[config.mk]
export PLATFORM = sky130hd
export DESIGN_NAME = uart_rx_flat
export DESIGN_NICKNAME = d
export VERILOG_FILES = /design/src/rtl/uart_rx_if.sv /design/src/rtl/uart_rx.sv /design/src/flat_wrapper.sv
export SDC_FILE = /design/constraint.sdc
export NUM_CORES = 1
export LEC_CHECK = 0
export BUFFER_PORTS_ARGS = -buffer_cell sky130_fd_sc_hd__buf_2
export CORE_ASPECT_RATIO = 2
export CORE_MARGIN = 2
export CORE_UTILIZATION = 53
export DETAILED_ROUTE_END_ITERATION = 7
export GPL_TIMING_DRIVEN = 0
export PLACE_DENSITY = 0.79
export SLEW_MARGIN = 20
export SYNTH_ARGS = -nofsm -noshare
export SYNTH_HDL_FRONTEND = slang
export SYNTH_SLANG_ARGS = --single-unit
export TNS_END_PERCENT = 10
[constraint.sdc]
create_clock -name fpga_clk -period 2.33 [get_ports fpga_clk]
set_clock_uncertainty 0.15 [all_clocks]
set_input_delay 0.466 -clock fpga_clk [delete_from_list [all_inputs] [get_ports fpga_clk]]
set_output_delay 0.466 -clock fpga_clk [all_outputs]
set_load 0.01 [all_outputs]
[src/rtl/uart_rx_if.sv]
// Receiver-side signal bundle: serial line in, received byte and status strobes out.
interface uart_rx_if;
    logic       sin;
    logic [7:0] dout;
    logic       rx_valid;
    logic       frame_err;
    logic       busy_rx;

    modport master (
        output sin,
        input  dout,
        input  rx_valid,
        input  frame_err,
        input  busy_rx
    );

    modport slave (
        input  sin,
        output dout,
        output rx_valid,
        output frame_err,
        output busy_rx
    );
endinterface

[src/rtl/uart_rx.sv]
// 8N1 UART receiver: oversampled serial input, mid-bit sampling, one-cycle
// valid / framing-error strobes and a break-hold state after a bad stop bit.
module uart_rx #(
    parameter int unsigned CLKS_PER_BIT = 10416,
    parameter int unsigned HALF_BIT     = CLKS_PER_BIT / 2
) (
    input logic      fpga_clk,
    input logic      rst,
    uart_rx_if.slave rx
);

    localparam int unsigned CntW = $clog2(CLKS_PER_BIT);
    localparam logic [CntW-1:0] CntLast = CntW'(CLKS_PER_BIT - 1);
    localparam logic [CntW-1:0] CntHalf = CntW'(HALF_BIT - 1);

    typedef enum logic [2:0] {
        StIdle,
        StStart,
        StData,
        StStop,
        StBreak
    } state_e;

    state_e          state_q, state_d;
    logic [1:0]      sync_q;
    logic            sin_s;
    logic [CntW-1:0] cnt_q, cnt_d;
    logic [2:0]      idx_q, idx_d;
    logic [7:0]      shreg_q, shreg_d;
    logic [7:0]      dout_q, dout_d;
    logic            rx_valid_q, rx_valid_d;
    logic            frame_err_q, frame_err_d;

    assign sin_s = sync_q[1];

    always_ff @(posedge fpga_clk or posedge rst) begin
        if (rst) begin
            state_q     <= StIdle;
            sync_q      <= 2'b11;
            cnt_q       <= '0;
            idx_q       <= 3'd0;
            shreg_q     <= 8'h00;
            dout_q      <= 8'h00;
            rx_valid_q  <= 1'b0;
            frame_err_q <= 1'b0;
        end else begin
            state_q     <= state_d;
            sync_q      <= {sync_q[0], rx.sin};
            cnt_q       <= cnt_d;
            idx_q       <= idx_d;
            shreg_q     <= shreg_d;
            dout_q      <= dout_d;
            rx_valid_q  <= rx_valid_d;
            frame_err_q <= frame_err_d;
        end
    end

    always_comb begin
        state_d     = state_q;
        cnt_d       = cnt_q + 1'b1;
        idx_d       = idx_q;
        shreg_d     = shreg_q;
        dout_d      = dout_q;
        rx_valid_d  = 1'b0;
        frame_err_d = 1'b0;
        unique case (state_q)
            StIdle: begin
                cnt_d = '0;
                if (!sin_s) begin
                    state_d = StStart;
                end
            end
            StStart: begin
                if (cnt_q == CntHalf) begin
                    cnt_d = '0;
                    // A high mid-start sample means the falling edge was a glitch.
                    if (!sin_s) begin
                        state_d = StData;
                        idx_d   = 3'd0;
                    end else begin
                        state_d = StIdle;
                    end
                end
            end
            StData: begin
                if (cnt_q == CntLast) begin
                    cnt_d          = '0;
                    shreg_d[idx_q] = sin_s;
                    idx_d          = idx_q + 3'd1;
                    if (idx_q == 3'd7) begin
                        state_d = StStop;
                    end
                end
            end
            StStop: begin
                if (cnt_q == CntLast) begin
                    cnt_d = '0;
                    if (sin_s) begin
                        dout_d     = shreg_q;
                        rx_valid_d = 1'b1;
                        state_d    = StIdle;
                    end else begin
                        frame_err_d = 1'b1;
                        state_d     = StBreak;
                    end
                end
            end
            StBreak: begin
                // Hold off restart detection until the line is released.
                cnt_d = '0;
                if (sin_s) begin
                    state_d = StIdle;
                end
            end
            default: begin
                cnt_d   = '0;
                state_d = StIdle;
            end
        endcase
    end

    assign rx.dout      = dout_q;
    assign rx.rx_valid  = rx_valid_q;
    assign rx.frame_err = frame_err_q;
    assign rx.busy_rx   = (state_q != StIdle);

endmodule

[src/flat_wrapper.sv]
// flat-port wrapper written by rule: the top's interface ports become plain ports
module uart_rx_flat 
#(
    parameter int unsigned CLKS_PER_BIT = 10416,
    parameter int unsigned HALF_BIT     = CLKS_PER_BIT / 2
)
  (fpga_clk, rst, rx_sin, rx_dout, rx_rx_valid, rx_frame_err, rx_busy_rx);
  uart_rx_if rx_i ();
  input logic fpga_clk;
  input logic rst;
  input wire logic [$bits(rx_i.sin)-1:0] rx_sin;
  output wire logic [$bits(rx_i.dout)-1:0] rx_dout;
  output wire logic [$bits(rx_i.rx_valid)-1:0] rx_rx_valid;
  output wire logic [$bits(rx_i.frame_err)-1:0] rx_frame_err;
  output wire logic [$bits(rx_i.busy_rx)-1:0] rx_busy_rx;
  assign rx_i.sin = rx_sin;
  assign rx_dout = rx_i.dout;
  assign rx_rx_valid = rx_i.rx_valid;
  assign rx_frame_err = rx_i.frame_err;
  assign rx_busy_rx = rx_i.busy_rx;
  uart_rx #(.CLKS_PER_BIT(CLKS_PER_BIT), .HALF_BIT(HALF_BIT)) u_core (.fpga_clk(fpga_clk), .rst(rst), .rx(rx_i));
endmodule
==> flow_summary.json <==
{
  "status": "finished, violations left",
  "failed_checks": "negative setup slack",
  "grt_max_degree": 27,
  "layout.cells.most_common": "dfrtp_1",
  "synth_top_area_share_pct": 48.8,
  "max_slew_margin_pct": 63.3,
  "syn_nets": 174,
  "initial_utilization_pct": 54.6,
  "cts.clk_slew.worst_paths_ns": 0.07,
  "numPortBuffers": 13,
  "rsz0062_at_grt": "true",
  "worst_path_most_repeated_cell": "buf_6",
  "final_hold_viol_count": 0,
  "endpoint": "u_core.shreg_q[1]",
  "core-area_sq_um": 3570,
  "crit_type": "reg2reg",
  "drv_slew": 0,
  "area_delta_synth_final_pct": 18.8,
  "ff2ff_path_depth": 6,
  "fp-row-count": 31,
  "layout_common_cells": "dfrtp_1, nor2_1, mux2_2, buf_2, xor2_1",
  "worstPathRequired_ns": 2.37,
  "regToRegSetupSlack_ns": -0.05,
  "setup_viol": 5,
  "synth_cells": 168,
  "dr.first_iter.drc_count": 32,
  "cts_tree": "built",
  "post_drt_wl_per_cell_um": 16.5,
  "via_count": 1418,
  "multi_input_area_sq_um": 961,
  "synthTopCellsByArea": "dfrtp_1, mux2_2, xor2_1",
  "crit_family": "simple AND/OR/NAND/NOR gates",
  "tightest_slew_ns": 0.551,
  "post-route-period-util_pct": 102,
  "insertion_delay_ns": 0.30,
  "ys.flop_type": "dfrtp_1",
  "rr_startpoint": "u_core.state_q[1]",
  "hp-class": "in2reg",
  "fmaxAchievable_ghz": 0.420,
  "avgSynthCellArea_sq_um": 11.6,
  "cp-startpoint": "u_core.state_q[1]",
  "ys_ff_latch": 40,
  "grt_pass1_wl_um": 6540,
  "clock-sinks": 40,
  "worst_slack_ns": -0.0494,
  "worstPathArrival_ns": 2.42,
  "worstSetupEndpointType": "flip-flop",
  "die_area_sq_um": 4210,
  "ant_nets": 0,
  "maxCapViolCount": 0,
  "synth_enable_flop_cells": 0,
  "nNetsFinal": 201,
  "cts_buffer_depth": 2,
  "cp_max_fo": 10,
  "cp.depth": 6,
  "seqCellArea_sq_um": 1010,
  "ir_drop_mv": 0.429,
  "period_needed_ns": 2.38,
  "grt_usage_pct": 21.3,
  "path_cells": "buf_6 > or4b_4 > or4_4 > buf_6 > nor3_1 > mux2_2",
  "powerDensity_nw_per_um2": 503,
  "r2r_end": "u_core.shreg_q[1]",
  "layout-drive-gt1-share_pct": 32.7,
  "htreeDepth": 2,
  "whs_ns": 0.111,
  "dpl.hpwl_um": 2750,
  "power_uw": 1170,
  "grt_overflow": 0,
  "antenna_found_initial": 0,
  "cp_slowest_cell": "or4b_4",
  "ios": 14,
  "place_congestion": 0.877,
  "fillers": 279,
  "viasPerCell": 5.79,
  "firstDrtPassIters": 4,
  "synth_area_sq_um": 1950,
  "path_buf_inv": 2,
  "drc": 0,
  "stdcell_area_sq_um": 2310,
  "yosys_warnings": 0,
  "start_kind": "flip-flop",
  "routed_wl_um": 4040,
  "leakagePower_uw": 0.00106,
  "ys_types": 44,
  "async_flop_share_pct": 100,
  "dpl-instance-area_sq_um": 2090,
  "die_h_um": 89.7,
  "clock_tree.root_cell": "clkbuf_8",
  "yosysTopAreaCell": "dfrtp_1",
  "fp.dieW_um": 46.9,
  "seq_area_frac_synth_pct": 51.5,
  "antenna_cells": 0,
  "grt_pass1_vias": 1480,
  "cts_inserted_buffers": 5,
  "slowest_delay_ns": 0.46
}
==> metrics by stage <==
| stage | setup TNS (ns) | setup WS [ns] | util [%] | std cells |
|---|---|---|---|---|
| detailed placement | -4.71 | -0.367 | 58.7 | 231 |
| CTS | -0.285 | -0.0746 | 64.0 | 245 |
| global route | -0.889 | -0.123 | 64.9 | 245 |
| global placement | -2.59 | -0.216 | 58.1 | 230 |
| finish | -0.174 | -0.0494 | 64.9 | 245 |
| floorplan | 0 | 0.00781 | - | 168 |
==> worst register-to-register path, delay by kind of cell, from the launching register on <==
kind	cells	cell delay [ns]
buffers and inverters	2	0.30
flip-flops	1	0.34
multiplexers	1	0.36
AND/OR/NAND/NOR	3	1.11
==> cells by family (layout without fill, tap and decap cells) <==
family          Yosys count  in the layout  synth area share (%)
flops                    40             40                  51.5
fa+ha+maj                 3              3                  1.93
mux                      17             17                  9.76
compound gates           13             13                  4.43
simple gates             71             71                  24.1
buf+inv                  13             41                  3.34
xor+xnor                 11             11                  4.95
==> what timing repair did <==
action,in CTS,in global routing
setup buffers,5,0
pin swaps,2,1
endpoints found under the setup margin,27,18
endpoints found under the hold margin,14,0
gates resized for setup,9,8
hold buffers,1,0
==> power breakdown <==
group / leakage, uW / internal [uW] / switching, uW
registers: 0.000532 / 697 / 0.886
clock network: 0.0000422 / 210 / 232
logic: 0.000485 / 7.10 / 18.1
==> worst min path at each step <==
stage                     start                to  slack (ns)  cells after the start
2_1_floorplan  u_core.sync_q[0]  u_core.sync_q[1]        0.20                      0
3_3_place_gp   u_core.sync_q[0]  u_core.sync_q[1]        0.20                      0
3_5_place_dp   u_core.sync_q[0]  u_core.sync_q[1]        0.20                      0
4_1_cts                  rx_sin  u_core.sync_q[0]        0.11                      1
5_1_grt                  rx_sin  u_core.sync_q[0]        0.11                      1
6_report                 rx_sin  u_core.sync_q[0]        0.11                      1
==> state kept, by name, indices dropped and copies added (netlist names) <==
signal	cells
u_core.rx.frame_err	1
u_core.shreg_q	8
u_core.rx.dout	8
u_core.state_q	3
u_core.idx_q	3
u_core.rx.rx_valid	1
u_core.sync_q	2
u_core.cnt_q	14
==> synthesized netlist by cell type, types with 2 or more instances <==
cell type / instances
nand4_1: 8
inv_1: 3
nor3_1: 2
nand4b_1: 2
and4_1: 2
nand4bb_1: 2
nor4_2: 3
nor2_1: 16
dfstp_2: 2
o21ai_0: 3
or3_1: 3
nor3b_1: 2
or4b_1: 3
nand2_1: 8
dfrtp_1: 38
a21oi_1: 4
and3_1: 2
ha_1: 3
nand3b_1: 2
mux2_2: 13
or4_1: 3
buf_4: 2
nand3_1: 4
nor2b_1: 2
clkbuf_1: 6
mux2_1: 3
xor2_1: 10
==> metal layers <==
layer | vias up | routed length [um] | track usage, %
met5 | - | 0 | 0
li1 | 662 | - | -
met2 | 26 | 2360 | 37.2
met4 | 0 | 145 | 11.3
met3 | 10 | 96 | 5.02
met1 | 720 | 1430 | 21.2
==> area by class of cell <==
type                       count  share of cell area (%)
tap                           49                    2.65
buffer                        10                    2.59
clock inverter                 1                   0.216
timing repair buffer          20                    5.73
clock buffer                   7                    3.30
multi-input combinational    115                    41.5
inverter                       3                   0.486
sequential                    40                    43.5
Power figures use the tool's default switching activity.
